## config.mk

```make
export PLATFORM = sky130hd
export DESIGN_NAME = psum_drain
export DESIGN_NICKNAME = d
export VERILOG_FILES = /design/src/rtl/accel_pkg.sv /design/src/rtl/psum_drain_fifo.sv /design/src/rtl/psum_drain.sv
export SDC_FILE = /design/constraint.sdc
export NUM_CORES = 1
export LEC_CHECK = 0
export BUFFER_PORTS_ARGS = -buffer_cell sky130_fd_sc_hd__buf_4
export CORE_ASPECT_RATIO = 1.75
export CORE_UTILIZATION = 51
export DETAILED_ROUTE_END_ITERATION = 12
export PLACE_DENSITY = 0.7
export SLEW_MARGIN = 20
export SYNTH_ARGS = -nofsm -noshare
export SYNTH_HDL_FRONTEND = slang
export SYNTH_HIERARCHICAL = 1
export SYNTH_SLANG_ARGS = --single-unit
```

## constraint.sdc

```tcl
create_clock -name clk -period 10.15 [get_ports clk]
set_input_delay 1.5225 -clock clk [delete_from_list [all_inputs] [get_ports clk]]
set_output_delay 1.5225 -clock clk [all_outputs]
set_load 0.01 [all_outputs]
```

## src/rtl/accel_pkg.sv

```systemverilog
// -----------------------------------------------------------------------------
// accel_pkg
// Shared definitions for the accelerator output path.
//   - drain_state_e : psum_drain controller states (IDLE / RUN / DONE)
//   - ACCEL_ADDR_WIDTH / ACCEL_DATA_WIDTH : default psum memory geometry
//   - relu_lane()   : clamps one signed lane to zero when it is negative
// -----------------------------------------------------------------------------
package accel_pkg;

    localparam int ACCEL_ADDR_WIDTH = 32;
    localparam int ACCEL_DATA_WIDTH = 32;

    // Widest lane relu_lane() can handle; narrower lanes are zero-extended
    // into this container and the sign is taken from bit (width-1).
    localparam int RELU_MAX_W = 64;

    typedef enum logic [1:0] {
        DRAIN_IDLE = 2'd0,
        DRAIN_RUN  = 2'd1,
        DRAIN_DONE = 2'd2
    } drain_state_e;

    // Returns zero when the lane (of the given width) is negative, else the lane.
    function automatic logic [RELU_MAX_W-1:0] relu_lane(
        input logic [RELU_MAX_W-1:0] lane,
        input int unsigned           width
    );
        logic [RELU_MAX_W-1:0] res;
        res = lane;
        if ((width != 32'd0) && (width <= RELU_MAX_W)) begin
            if (lane[width-32'd1]) begin
                res = '0;
            end else begin
                res = lane;
            end
        end else begin
            res = lane;
        end
        return res;
    endfunction

endpackage

```

## src/rtl/psum_drain_fifo.sv

```systemverilog
// -----------------------------------------------------------------------------
// psum_drain_fifo
// Synchronous show-ahead FIFO. The head word is always presented on rd_data
// straight from the storage registers, so it needs no read latency and stays
// stable until it is popped.
// Ports:
//   clk, rst      : clock, asynchronous active-high reset (empties the FIFO)
//   wr_en/wr_data : push (ignored when full)
//   rd_en         : pop the head word (ignored when empty)
//   rd_data       : head word (0 after reset)
//   full, empty   : status
//   count         : number of words held (0..DEPTH)
// -----------------------------------------------------------------------------
module psum_drain_fifo
    import accel_pkg::*;
#(
    parameter int WIDTH = ACCEL_DATA_WIDTH,
    parameter int DEPTH = 4
) (
    input  logic                     clk,
    input  logic                     rst,
    input  logic                     wr_en,
    input  logic [WIDTH-1:0]         wr_data,
    input  logic                     rd_en,
    output logic [WIDTH-1:0]         rd_data,
    output logic                     full,
    output logic                     empty,
    output logic [$clog2(DEPTH):0]   count
);

    localparam int AW = $clog2(DEPTH);
    localparam int CW = AW + 1;

    logic [WIDTH-1:0] mem_q [DEPTH];
    logic [WIDTH-1:0] mem_d [DEPTH];
    logic [AW-1:0]    wr_ptr_q, wr_ptr_d;
    logic [AW-1:0]    rd_ptr_q, rd_ptr_d;
    logic [CW-1:0]    count_q, count_d;
    logic             push_s;
    logic             pop_s;

    assign full    = (count_q == CW'(DEPTH));
    assign empty   = (count_q == CW'(0));
    assign count   = count_q;
    assign rd_data = mem_q[rd_ptr_q];

    assign push_s = wr_en & ~full;
    assign pop_s  = rd_en & ~empty;

    // Next-state for storage, pointers and occupancy.
    always_comb begin
        mem_d    = mem_q;
        wr_ptr_d = wr_ptr_q;
        rd_ptr_d = rd_ptr_q;
        count_d  = count_q + CW'(push_s) - CW'(pop_s);
        if (push_s) begin
            mem_d[wr_ptr_q] = wr_data;
            wr_ptr_d        = wr_ptr_q + AW'(1);
        end else begin
            wr_ptr_d = wr_ptr_q;
        end
        if (pop_s) begin
            rd_ptr_d = rd_ptr_q + AW'(1);
        end else begin
            rd_ptr_d = rd_ptr_q;
        end
    end

    // FIFO state registers; storage is reset so the head reads 0 when idle.
    always_ff @(posedge clk or posedge rst) begin
        if (rst) begin
            for (int i = 0; i < DEPTH; i++) begin
                mem_q[i] <= '0;
            end
            wr_ptr_q <= '0;
            rd_ptr_q <= '0;
            count_q  <= '0;
        end else begin
            mem_q    <= mem_d;
            wr_ptr_q <= wr_ptr_d;
            rd_ptr_q <= rd_ptr_d;
            count_q  <= count_d;
        end
    end

endmodule

```

## src/rtl/psum_drain.sv

```systemverilog
// -----------------------------------------------------------------------------
// psum_drain
// Reads a contiguous range of psum words through a bram_ctrl read port and
// streams them out on a valid/ready interface with last-beat marking. Reads
// are credit limited (FIFO occupancy + reads in flight < FIFO_DEPTH), so
// downstream backpressure can never overflow the output FIFO.
//
// Optional feature macro: PSUM_DRAIN_RELU_EN -- when defined, every signed
// BIT_WIDTH lane of mem_odat is clamped to zero if negative before it is
// pushed into the FIFO. When undefined, data passes through unmodified.
//
// Ports:
//   clk, rst                  : clock, asynchronous active-high reset
//   i_start, i_base_addr,
//   i_count                   : start pulse, first address, word count
//   o_busy, o_done, o_err     : busy level, completion pulse, sticky overflow
//   mem_radd, mem_rden        : read request to bram_ctrl (registered)
//   mem_odat, mem_oval        : read data return from bram_ctrl
//   o_tdata, o_tvalid,
//   i_tready, o_tlast         : output stream (driven from the FIFO head)
// -----------------------------------------------------------------------------
module psum_drain
    import accel_pkg::*;
#(
    parameter int ADDR_WIDTH = ACCEL_ADDR_WIDTH,
    parameter int DATA_WIDTH = ACCEL_DATA_WIDTH,
    parameter int BIT_WIDTH  = 8,
    parameter int FIFO_DEPTH = 4
) (
    input  logic                  clk,
    input  logic                  rst,
    input  logic                  i_start,
    input  logic [ADDR_WIDTH-1:0] i_base_addr,
    input  logic [31:0]           i_count,
    output logic                  o_busy,
    output logic                  o_done,
    output logic                  o_err,
    output logic [ADDR_WIDTH-1:0] mem_radd,
    output logic                  mem_rden,
    input  logic [DATA_WIDTH-1:0] mem_odat,
    input  logic                  mem_oval,
    output logic [DATA_WIDTH-1:0] o_tdata,
    output logic                  o_tvalid,
    input  logic                  i_tready,
    output logic                  o_tlast
);

    localparam int LANES = DATA_WIDTH / BIT_WIDTH;
    localparam int IW    = $clog2(FIFO_DEPTH) + 1;   // inflight / occupancy width
    localparam int SW    = IW + 1;                   // credit sum width

    drain_state_e          state_q, state_d;
    logic [ADDR_WIDTH-1:0] base_q, base_d;
    logic [31:0]           count_q, count_d;
    logic [31:0]           issued_q, issued_d;
    logic [31:0]           accept_q, accept_d;
    logic [IW-1:0]         inflight_q, inflight_d;
    logic                  busy_q, busy_d;
    logic                  done_q, done_d;
    logic                  err_q, err_d;
    logic                  rden_q, rden_d;
    logic [ADDR_WIDTH-1:0] radd_q, radd_d;

    logic [DATA_WIDTH-1:0] wr_data_s;
    logic [DATA_WIDTH-1:0] fifo_rdata_s;
    logic                  fifo_full_s;
    logic                  fifo_empty_s;
    logic [IW-1:0]         fifo_count_s;
    logic                  run_s;
    logic                  push_s;
    logic                  drop_s;
    logic                  hs_s;
    logic                  last_beat_s;
    logic                  credit_ok_s;
    logic                  can_issue_s;
    logic                  oval_dec_s;

    assign run_s       = (state_q == DRAIN_RUN);
    assign push_s      = run_s & mem_oval & ~fifo_full_s;
    // A return with no room is a bram_ctrl protocol violation: drop and flag.
    assign drop_s      = run_s & mem_oval & fifo_full_s;
    assign hs_s        = ~fifo_empty_s & i_tready;
    // The head word's index equals the number of words already accepted.
    assign last_beat_s = (accept_q == (count_q - 32'd1));
    // inflight_q already counts the read currently on mem_rden, so a strict
    // '<' keeps occupancy + inflight <= FIFO_DEPTH at all times.
    assign credit_ok_s = ((SW'(fifo_count_s) + SW'(inflight_q)) < SW'(FIFO_DEPTH));
    assign can_issue_s = run_s & (issued_q < count_q) & credit_ok_s;
    assign oval_dec_s  = mem_oval & (inflight_q != IW'(0));

    // Optional per-lane ReLU on the returning read data (combinational, no latency).
    always_comb begin
`ifdef PSUM_DRAIN_RELU_EN
        logic [RELU_MAX_W-1:0] lane_s;
        lane_s    = '0;
        wr_data_s = mem_odat;
        for (int l = 0; l < LANES; l++) begin
            lane_s = relu_lane(RELU_MAX_W'(mem_odat[l*BIT_WIDTH +: BIT_WIDTH]), BIT_WIDTH);
            wr_data_s[l*BIT_WIDTH +: BIT_WIDTH] = lane_s[BIT_WIDTH-1:0];
        end
`else
        wr_data_s = mem_odat;
        for (int l = 0; l < LANES; l++) begin
            wr_data_s[l*BIT_WIDTH +: BIT_WIDTH] = mem_odat[l*BIT_WIDTH +: BIT_WIDTH];
        end
`endif
    end

    psum_drain_fifo #(
        .WIDTH (DATA_WIDTH),
        .DEPTH (FIFO_DEPTH)
    ) u_fifo (
        .clk     (clk),
        .rst     (rst),
        .wr_en   (push_s),
        .wr_data (wr_data_s),
        .rd_en   (hs_s),
        .rd_data (fifo_rdata_s),
        .full    (fifo_full_s),
        .empty   (fifo_empty_s),
        .count   (fifo_count_s)
    );

    // Controller next-state: start handling, read issue, credit and accept counters.
    always_comb begin
        state_d    = state_q;
        base_d     = base_q;
        count_d    = count_q;
        issued_d   = issued_q;
        accept_d   = accept_q;
        inflight_d = inflight_q;
        err_d      = err_q;
        radd_d     = radd_q;
        rden_d     = 1'b0;
        case (state_q)
            DRAIN_IDLE: begin
                if (i_start) begin
                    base_d     = i_base_addr;
                    count_d    = i_count;
                    accept_d   = 32'd0;
                    err_d      = 1'b0;
                    if (i_count != 32'd0) begin
                        // The first read needs no credit check: the FIFO is
                        // empty and nothing is in flight while idle.
                        state_d    = DRAIN_RUN;
                        rden_d     = 1'b1;
                        radd_d     = i_base_addr;
                        issued_d   = 32'd1;
                        inflight_d = IW'(1);
                    end else begin
                        state_d    = DRAIN_DONE;
                        issued_d   = 32'd0;
                        inflight_d = IW'(0);
                    end
                end else begin
                    state_d = DRAIN_IDLE;
                end
            end
            DRAIN_RUN: begin
                inflight_d = inflight_q + IW'(can_issue_s) - IW'(oval_dec_s);
                if (can_issue_s) begin
                    rden_d   = 1'b1;
                    radd_d   = base_q + ADDR_WIDTH'(issued_q);
                    issued_d = issued_q + 32'd1;
                end else begin
                    rden_d   = 1'b0;
                end
                if (drop_s) begin
                    err_d = 1'b1;
                end else begin
                    err_d = err_q;
                end
                if (hs_s) begin
                    accept_d = accept_q + 32'd1;
                    if (last_beat_s) begin
                        state_d = DRAIN_DONE;
                    end else begin
                        state_d = DRAIN_RUN;
                    end
                end else begin
                    accept_d = accept_q;
                end
            end
            DRAIN_DONE: begin
                state_d = DRAIN_IDLE;
            end
            default: begin
                state_d = DRAIN_IDLE;
            end
        endcase
        busy_d = (state_d == DRAIN_RUN);
        done_d = (state_d == DRAIN_DONE);
    end

    // Controller and registered-output flops.
    always_ff @(posedge clk or posedge rst) begin
        if (rst) begin
            state_q    <= DRAIN_IDLE;
            base_q     <= '0;
            count_q    <= 32'd0;
            issued_q   <= 32'd0;
            accept_q   <= 32'd0;
            inflight_q <= '0;
            busy_q     <= 1'b0;
            done_q     <= 1'b0;
            err_q      <= 1'b0;
            rden_q     <= 1'b0;
            radd_q     <= '0;
        end else begin
            state_q    <= state_d;
            base_q     <= base_d;
            count_q    <= count_d;
            issued_q   <= issued_d;
            accept_q   <= accept_d;
            inflight_q <= inflight_d;
            busy_q     <= busy_d;
            done_q     <= done_d;
            err_q      <= err_d;
            rden_q     <= rden_d;
            radd_q     <= radd_d;
        end
    end

    assign o_busy   = busy_q;
    assign o_done   = done_q;
    assign o_err    = err_q;
    assign mem_rden = rden_q;
    assign mem_radd = radd_q;
    assign o_tvalid = ~fifo_empty_s;
    assign o_tdata  = fifo_rdata_s;
    assign o_tlast  = ~fifo_empty_s & last_beat_s;

endmodule
```

Word-level counts from Yosys, hierarchy flattened
Index checks and enable logic that the tools add are counted.
- add/subtract/negate cells: 11
- $lt $le $gt $ge: 5
- eq/ne operators: 10
- muxes and demuxes: 32
- bitwise gates (word level): 14
- reductions and logical operators: 12
- operators with widths (cell ; number):
    $mux 32 ; 10
    $pmux 32 s2 ; 3
    $bwmux 128 ; 1
    $add 32x1->32 const B ; 2
    $bmux 32 s2 ; 1
    $demux 32 s2 ; 1
    $add 32x32->32 ; 1
    $eq 32x32->1 ; 1
    $lt 32x32->1 ; 1
    $reduce_bool 32->1 ; 1
    $sub 32x1->32 const B ; 1
    $and 1x1->1 ; 10
    $reduce_and 3->1 ; 3
    $mux 2 ; 4
    $mux 1 ; 7
    $add 3x1->3 ; 2
    $ge 3x3->1 const B ; 2
    $ne 2x1->1 const B ; 3
    $not 2->3 ; 2
    $pmux 3 s2 ; 1
    $sub 3x1->3 ; 2
    $add 2x1->2 const B ; 2
    $add 3x3->4 ; 1
    $eq 2x1->1 const B ; 2
    16 further kinds ; 20
- flip-flop bits (word level): 304
- logic and storage cells: 102

Longest topological paths before layout
Gate-level depths: netlist of the first run.
- depth after elaboration: 6
- gate-level depth with buffers: 19
- gate-level depth less buffers: 18

By module
The synthesis of the first run kept the hierarchy.
- modules (own cells, without submodules) (module ; times used ; cells each ; area an instance (um^2)):
    psum_drain ; 1 ; 1220 ; 10864.2
    psum_drain_fifo ; 1 ; 351 ; 6558.8

Worst setup path before layout of the first run
OpenSTA, ideal clock, no wires.
- path kind: register to output
- start: register count_q[12]
- end: output port o_tlast
- arrival: 2774 ps
- required time: 8628 ps
- setup slack: 5853 ps
- stages on the path, launching flop included: 10
- path through: dfrtp_1 > or3_1 > buf_2 > or3_4 > nor3_1 > mux2_1 > mux2i_1 > a21o_1 > o2111ai_1 > nor4_1
- longest elaborated chain between the ends: 3
- RTL lines (what ; line ; RTL):
    start, declared ; psum_drain.sv:54 ; logic [31:0] count_q, count_d;
    start signal, assigned ; psum_drain.sv:212 ; count_q <= count_d;
    $sub 32x1->32 ; psum_drain.sv:84 ; assign last_beat_s = (accept_q == (count_q - 32'd1));
    $eq 32x32->1 ; psum_drain.sv:84 ;
    $and 1x1->1 ; psum_drain.sv:231 ; assign o_tlast = ~fifo_empty_s & last_beat_s;
    end, declared ; psum_drain.sv:45 ; output logic o_tlast
No other way between the ends.

Final worst setup path of the first run
- start: register count_q[0]
- end: output port o_tlast
Same word-level chain as after synthesis.

==> flow_summary.toml, run 1 <==
[sta]
rsz0062_at_grt = "false"
fin_setup_tns_ns = 0
tightest_slew_ns = 0.987
finalCriticalPeriod_ns = 6.09
finalCritPeriodShare_pct = 60.0
fin_skew_ns = 0.0213
finalSetupViolCount = 0
setup_ws_ns = 4.06
fmax_ghz = 0.164
max_slew_margin_pct = 33.6
hold_viol = 0
drv_slew = 0

[place]
pre_cts_ws_ns = 4.77
dp_hpwl_mm = 31.0
place_congestion = 0.895
dpl.cell_count = 2142
placedInstanceArea_um2 = 18900
portBuffers = 170

[yosys]
avgSynthCellArea_um2 = 11.1
postSynthCellCount = 1571
ys_types = 75
syn_area_um2 = 17400
yosysSeqAreaShare_pct = 43.7
synth_seq_cells = 304
synth_fp_nets = 1750
ys_warn_count = 6
synth_ff_type = "dfrtp_1"
synth_edf_count = 0
async_reset_ff_share_pct = 100

[critical_path]
slowest_delay_ns = 0.82
crit_fanout = 6
critPathKind = "reg -> out"
cp-end-kind = "primary output"
cpLargestDelayFamily = "simple AND/OR/NAND/NOR gates"
critPathLaunchType = "flip-flop"
slowest_stage = "nor4_1"
required_ns = 8.63
critPathBufInv = 2
cpMostUsedCell = "nand4_1"
cp.arrival_ns = 4.56
path_cells = "inv_1 > ha_1 > nor3b_1 > nand4_1 > or4_1 > a22oi_1 > nand4_1 > nor4_2 > o2111ai_1 > nor4_1 > buf_4"

[grt]
grt_max_degree = 164
grt_util_all_layers_pct = 25.1
grt_pass1_vias = 13300
grt_pass1_wl_mm = 68.7
grt-ovfl-total = 0
antenna_found_initial = 0

[cells_and_area]
layout-drive-gt1-share_pct = 26.0
final_core_util_pct = 59.3
regArea_um2 = 7610
fillers = 2862
finalNetCount = 1897
antenna_cells = 0
multi_input_area_um2 = 9100
area_growth_pct = 14.4
final_cells = 2194
design_area_um2 = 19900

[detailed_routing]
routed_via_density = 5.69
drc = 0
drtPass1Iterations = 5
routed-via-count = 12500
routed_wl_mm = 42.7
ant_nets = 0
wl_per_cell_um = 19.5
drt_iter0_drc = 422

[floorplan]
ios = 171
core-area_um2 = 33600
die-area_um2 = 34900
dieWidth_um = 142
start_util_pct = 51.8
die_h_um = 247
placementRows = 89

[clocking]
cts_root_buffer = "clkbuf_16"
clkSlewWorstSetupHoldPaths_ns = 0.06
htreeDepth = 1
clock_path_buffers = 3
clkSinkCount = 304
clock_latency_ns = 0.57
post_cts_buffers = 0
cts-hold-fix-buffers = 0
cts_resized = 0
cts_tree = "done"
cts_buffers = 29

[min_path]
hold_path_class = "reg -> reg"

[power]
leakagePower_uw = 0.00904
ir_worst_vdd_mv = 0.182
power.density_nw_per_um2 = 247

[job]
max-cap-violations = 0

[run_status]
outcome = "complete, no violations"
==> worst paths after layout <==
kind                                         start                  to  slack, ns  cells past startpoint
worst max-delay path                    count_q[0]             o_tlast       4.06                     11
worst min-delay path            u_fifo/rd_ptr_q[1]  u_fifo/rd_ptr_q[1]       0.48                      1
worst max register to register        issued_q[29]       inflight_q[2]       5.10                     18
worst min register to register  u_fifo/rd_ptr_q[1]  u_fifo/rd_ptr_q[1]       0.48                      1
max in group asynchronous                      rst        accept_q[29]       7.44                      3
min in group asynchronous                      rst    u_fifo/mem_q[32]       1.14                      2
==> Yosys cell counts (all sizes together) (28+ instances only) <==
master	n	area share, %
a21oi	72	2.1
buf	29	2.0
clkbuf	40	0.86
dfrtp	304	44
ha	75	5.4
inv	65	1.4
mux2	161	13
mux4	32	4.1
nand2	136	2.9
nand3	34	0.98
nand4	30	1.1
nor2	115	2.5
nor3	32	1.0
nor4	28	1.4
o21ai	108	3.1
xnor2	64	3.2
xor2	53	2.7
==> power by group <==
group	switching [µW]	internal, µW	total [µW]	leakage (µW)
Clock	468	689	1160	0.000488
Sequential	249	1570	1820	0.00364
Combinational	853	1080	1940	0.00491
Total	1570	3350	4920	0.00904
==> cells by family (layout without fill, tap and decap cells) <==
family | count (synthesis) | after routing | synth area share [%]
fa+ha+maj | 78 | 78 | 5.73
simple gates | 457 | 457 | 13.2
buf+inv | 135 | 303 | 4.24
flops | 304 | 304 | 43.7
mux | 203 | 203 | 17.7
xor+xnor | 117 | 117 | 5.88
compound gates | 277 | 277 | 9.56
==> metal layers <==
layer	part of all wire (%)	global-route usage, %
met1	37	27.1
met2	53	46.4
met3	3.6	2.86
met4	6.2	15.2
met5	0	0
==> layout make-up <==
class                   instances  share of cell area, %
clock buffers                  44                   4.17
clock inverters                 8                  0.847
inverters                      66                   1.28
multi-input cells            1132                   45.7
flip-flops and latches        304                   38.2
well taps                     455                   2.85
repair buffers                185                   7.03
==> sequential cells by signal (all words and copies together) (netlist names) <==
signal and flops:
mem_rden 1, state_q 2, o_done 1, o_err 1
u_fifo/mem_q 128, issued_q 32, base_q 32, u_fifo/count 3
count_q 32, inflight_q 3, mem_radd 32, o_busy 1
u_fifo/wr_ptr_q 2, u_fifo/rd_ptr_q 2, accept_q 32
==> placed cells by master (no fill, tap or decap), drive strengths merged, types with 8 or more instances in the layout <==
master,count
dfrtp,304
buf,185
mux2,161
nand2,136
nor2,115
o21ai,108
ha,75
a21oi,72
inv,66
xnor2,64
xor2,53
clkbuf,44
nand3,34
mux4,32
nor3,32
nand4,30
nor4,28
and3,20
a31oi,17
a21o,16
or3,15
mux2i,10
o21a,8
==> stage by stage <==
stage,power (µW),hold slack [ns]
4_1_cts,4980,0.480
5_1_grt,5200,0.504
2_1_floorplan,3190,0.475
3_5_place_dp,3790,0.471
6_report,4920,0.478
3_3_place_gp,3730,0.464
No activity file was read; power rests on OpenSTA's default activity.
==> run 2, diff against run 1 <==
- clock period: 10.15 -> 5.9 ns (I/O delays scaled with it)
==> run 2 against run 1 <==
Effect of this change:
- total power grew 78%
- sequential cell count is the same
- clock-buffer cell count shrank 8
- utilization grew 0.62 points
- largest power group unchanged
- die area is the same
- clock power grew 99%
- worst setup slack lost 3.5 ns
- design area grew 1.0%
- first-iteration DRC count grew 14%
- critical path depth is the same
==> flow_summary.toml, run 2 (synthesized netlist as in run 1, its figures left out) <==
[clocking]
clkSinkCount = 304
cts_tree = "done"
clkSlewWorstSetupHoldPaths_ns = 0.06
cts_buffers = 30
clock_path_buffers = 3
cts_root_buffer = "clkbuf_16"
cts_resized = 0
clock_latency_ns = 0.58
post_cts_buffers = 0
htreeDepth = 1
cts-hold-fix-buffers = 0

[cells_and_area]
design_area_um2 = 20100
finalNetCount = 1900
antenna_cells = 0
layout-drive-gt1-share_pct = 26.8
fillers = 2828
top_register = "u_fifo/mem_q"
final_core_util_pct = 59.9
final_common_cell = "dfrtp_1"
largest_reg_flops = 128
most-common-layout-cells = "dfrtp_1, buf_4, nand2_1"
area_growth_pct = 15.6

[critical_path]
path_cells = "inv_1 > ha_1 > nor3b_1 > nand4_1 > or4_1 > a22oi_1 > nand4_1 > nor4_2 > o2111ai_1 > nor4_1 > buf_4"
r2r_cells = 19
cp-end-kind = "primary output"
crit_fanout = 6
reg2reg_from = "count_q[28]"
critPathKind = "reg -> out"
critPathBufInv = 2
cpLargestDelayFamily = "simple AND/OR/NAND/NOR gates"
slowest_stage = "nor4_1"
rrSetupSlack_ns = 1.74
r2r-end = "inflight_q[2]"
critPathLaunchType = "flip-flop"
cpMostUsedCell = "nand4_1"
slowest_delay_ns = 0.70
cp.arrival_ns = 4.45
required_ns = 5.02

[place]
portBuffers = 170
pre_cts_ws_ns = 1.13
place_congestion = 0.913
dp_hpwl_mm = 31.6
placedInstanceArea_um2 = 19000

[run_status]
outcome = "complete, no violations"

[power]
p_switching_uw = 2740
p_int_uw = 6030
clock_power_share_pct = 26.3
swShare_pct = 31.3
power_frac_seq_pct = 35.9
leakagePower_uw = 0.00915
ir_worst_vdd_mv = 0.376
power.density_nw_per_um2 = 435
pwr-share-comb_pct = 37.8

[sta]
tightest_slew_ns = 1.02
max_slew_margin_pct = 31.3
setup_ws_ns = 0.566
finalSetupViolCount = 0
finalCritPeriodShare_pct = 90.4
rsz0062_at_grt = "false"
finalCriticalPeriod_ns = 5.33
fin_setup_tns_ns = 0
hold_viol = 0
holdWs_ns = 0.413
fin_skew_ns = 0.00801
drv_slew = 0
fmax_ghz = 0.187

[grt]
grt_util_all_layers_pct = 25.6
grt_pass1_wl_mm = 70.1
antenna_found_initial = 0
grt_pass1_vias = 13200
grt-ovfl-total = 0
grt_max_degree = 98

[floorplan]
dieWidth_um = 142
start_util_pct = 51.8
placementRows = 89
core-area_um2 = 33600
die-area_um2 = 34900
ios = 171
die_h_um = 247

[detailed_routing]
drc = 0
routed_wl_mm = 43.3
ant_nets = 0
wl_per_cell_um = 19.7
routed_via_density = 5.74
drt_iter0_drc = 483
routed-via-count = 12600
drtPass1Iterations = 5

[job]
max-cap-violations = 0

[min_path]
hold_path_class = "in -> async"
run 2: cell count changes in the layout (fill, tap and decap cells not counted):
| cell | change |
|---|---|
| buf_4 | +2 |
| bufinv_16 | +5 |
| clkbuf_1 | -9 |
| clkbuf_16 | +2 |
| clkbuf_8 | -1 |
| clkinv_2 | +5 |
| clkinvlp_4 | +2 |
run 2: final cells by class:
cell class / instances / area [µm²] / share of cell area, %
Tap cell: 455 / 569 / 2.83
Sequential cell: 304 / 7610 / 37.8
Inverter: 66 / 255 / 1.27
Clock buffer: 36 / 835 / 4.14
Timing Repair Buffer: 187 / 1420 / 7.03
Multi-Input combinational cell: 1132 / 9100 / 45.2
Clock inverter: 20 / 359 / 1.78
run 2: how the worst max path moves through the flow:
stage	slack [ns]	cells past startpoint	to	startpoint
after floorplan	0.44	1	accept_q[0]	rst
after global placement	1.21	11	o_tlast	count_q[0]
after detailed placement	1.13	11	o_tlast	count_q[0]
after CTS	0.48	11	o_tlast	count_q[0]
after global routing	0.25	11	o_tlast	count_q[0]
final	0.57	11	o_tlast	count_q[0]
run 2: worst reg2reg max path, cell delays in order, from the launching register on:
cell and delay [ns]:
dfrtp_1 0.40, inv_1 0.11, ha_1 0.29, nand4_1 0.12, nor3_1 0.27, nand3_1 0.18, a2111oi_0 0.38, o21ai_0 0.27
and2_1 0.24, buf_4 0.20, inv_1 0.25, ha_1 0.29, inv_1 0.05, ha_1 0.13, inv_1 0.05, fa_1 0.37
xor2_1 0.18, nor2_1 0.05, o21ai_0 0.14, o21ai_0 0.09
run 2: per-stage QoR:
| step | total power [µW] | instances |
|---|---|---|
| after CTS | 8870 | 2200 |
| after global placement | 6400 | 2144 |
| final | 8770 | 2200 |
| after floorplan | 5490 | 1571 |
| after detailed placement | 6510 | 2144 |
| after global routing | 9260 | 2200 |
run 2: power by group through the flow:
stage          sequential, µW  clock [µW]  combinational [µW]
3_3_place_gp             3140           0                3260
4_1_cts                  3150        2370                3350
2_1_floorplan            3040           0                2460
6_report                 3150        2310                3310
5_1_grt                  3230        2440                3600
3_5_place_dp             3180           0                3320
run 2: routing by layer:
metal	wire length (µm)	part of all wire (%)	vias to the layer above	global-route usage (%)
li1	-	-	5912	-
met1	16100	37	6298	27.9
met2	22900	53	300	46.9
met3	1600	3.7	127	3.23
met4	2740	6.3	0	15.4
met5	0	0	-	0
==> run 3, diff against run 2 <==
- PLACE_DENSITY: 0.7 -> 0.73
- clock period: 5.9 -> 4.9 ns (I/O delays scaled with it)
==> run 3 against run 2 <==
Effect of this change:
- critical path depth unchanged
- sequential cell count unchanged
- sequential power increased by 21%
- wire length increased by 0.14%
- design area decreased by 0.72%
- utilization decreased by 0.43 points
- critical endpoint unchanged
- largest cell class unchanged
==> flow_summary.toml, run 3 (synthesized netlist as in run 1, its figures left out) <==
[critical_path]
crit_fanout = 6
path_cells = "inv_1 > ha_1 > or3b_1 > nor4_4 > nand2_2 > nor3b_2 > xnor2_1 > nor4_2 > o2111ai_1 > nor4_4 > buf_4"
critPathLaunchType = "flip-flop"
cp.arrival_ns = 3.90
cpLargestDelayFamily = "simple AND/OR/NAND/NOR gates"
critPathKind = "reg -> out"
critPathBufInv = 2
slowest_stage = "or3b_1"
cpMostUsedCell = "nor4_4"
slowest_delay_ns = 0.49
required_ns = 4.16
cp-end-kind = "primary output"

[clocking]
cts_tree = "done"
clkSlewWorstSetupHoldPaths_ns = 0.06
clock_path_buffers = 3
cts_root_buffer = "clkbuf_16"
post_cts_buffers = 0
clkSinkCount = 304
cts_buffers = 30
htreeDepth = 1
clock_latency_ns = 0.57

[cells_and_area]
area_growth_pct = 14.8
final_common_cell = "dfrtp_1"
layout-drive-gt1-share_pct = 26.6
final_core_util_pct = 59.5
fillers = 2861
antenna_cells = 0
most-common-layout-cells = "dfrtp_1, buf_4, nand2_1"
top_register = "u_fifo/mem_q"
finalNetCount = 1902
largest_reg_flops = 128

[sta]
setup_ws_ns = 0.260
fmax_ghz = 0.216
finalSetupViolCount = 0
tightest_slew_ns = 0.993
fin_setup_tns_ns = 0
hold_viol = 0
finalCriticalPeriod_ns = 4.64
drv_slew = 0
finalCritPeriodShare_pct = 94.7
rsz0062_at_grt = "false"
fin_skew_ns = 0.0135
max_slew_margin_pct = 33.8

[detailed_routing]
routed-via-count = 12700
ant_nets = 0
drc = 0
routed_via_density = 5.78
drt_iter0_drc = 479
routed_wl_mm = 43.4
drtPass1Iterations = 4
wl_per_cell_um = 19.7

[floorplan]
start_util_pct = 51.8
die_h_um = 247
placementRows = 89
dieWidth_um = 142
ios = 171
core-area_um2 = 33600
die-area_um2 = 34900

[place]
portBuffers = 170
place_congestion = 0.941
pre_cts_ws_ns = 0.363
dp_hpwl_mm = 31.4

[min_path]
hold_path_class = "in -> async"

[power]
ir_worst_vdd_mv = 0.411
power.density_nw_per_um2 = 507
leakagePower_uw = 0.00907

[grt]
grt_util_all_layers_pct = 25.4
grt_pass1_vias = 13200
grt_pass1_wl_mm = 69.6
grt_max_degree = 170
grt-ovfl-total = 0
antenna_found_initial = 0

[job]
max-cap-violations = 0

[run_status]
outcome = "complete, no violations"
==> run 3: what timing repair did <==
action	CTS	global route
setup endpoints to repair	1	1
hold buffers	0	0
resized for setup	2	1
==> run 3: routing by layer <==
layer  vias up  global-route usage (%)  part of all wire [%]
met5         -                       0                     0
met4         0                    14.5                   5.4
met3       116                    3.03                   4.0
met2       329                    47.3                    54
met1      6349                    27.3                    37
li1       5939                       -                     -
==> run 3: worst paths after layout <==
path	startpoint	endpoint	slack, ns	cells after the start
setup / recovery	count_q[0]	o_tlast	0.26	11
hold / removal	rst	u_fifo/mem_q[97]	0.32	2
setup reg to reg	issued_q[29]	inflight_q[2]	0.75	17
hold reg to reg	mem_radd[5]	mem_radd[5]	0.48	2
max in group asynchronous	rst	u_fifo/mem_q[53]	3.43	3
min in group clk	i_base_addr[1]	base_q[1]	0.39	3
==> run 3: power breakdown <==
| group | leakage, µW | internal (µW) | total (µW) | switching [µW] |
|---|---|---|---|---|
| logic | 0.00493 | 2250 | 3990 | 1740 |
| registers | 0.00364 | 3260 | 3800 | 541 |
| clock network | 0.000493 | 1350 | 2350 | 996 |
| total | 0.00907 | 6860 | 10100 | 3280 |
==> run 3: area by class of cell <==
| cell class | count | area, µm² | area share, % |
|---|---|---|---|
| multi-input combinational | 1132 | 9130 | 45.6 |
| sequential | 304 | 7610 | 38.0 |
| timing repair buffer | 189 | 1440 | 7.22 |
| clock buffer | 44 | 885 | 4.42 |
| tap | 455 | 569 | 2.85 |
| inverter | 66 | 256 | 1.28 |
| clock inverter | 12 | 115 | 0.575 |
==> run 3: per-stage QoR <==
step                instance area [µm²]  hold WS [ns]  std cells  power [µW]
floorplan                         17400         0.475       1571        6620
global placement                  19000         0.463       2146        7710
detailed placement                19000         0.469       2146        7850
CTS                               20000         0.372       2202       10300
global route                      20000         0.390       2202       10700
finish                            20000         0.316       2202       10100
==> run 3: worst register-to-register path, stage by stage, from the launching register on <==
cell and delay (ns):
dfrtp_1 0.45, ha_1 0.32, nand4_1 0.13, nor3_1 0.28, nand3_1 0.16, a2111oi_0 0.41, o21ai_0 0.31, and2_1 0.27
inv_1 0.26, ha_1 0.30, inv_1 0.05, ha_1 0.13, inv_1 0.06, fa_1 0.37, xor2_1 0.20, nor2_1 0.06
o21ai_0 0.17, o21ai_0 0.10
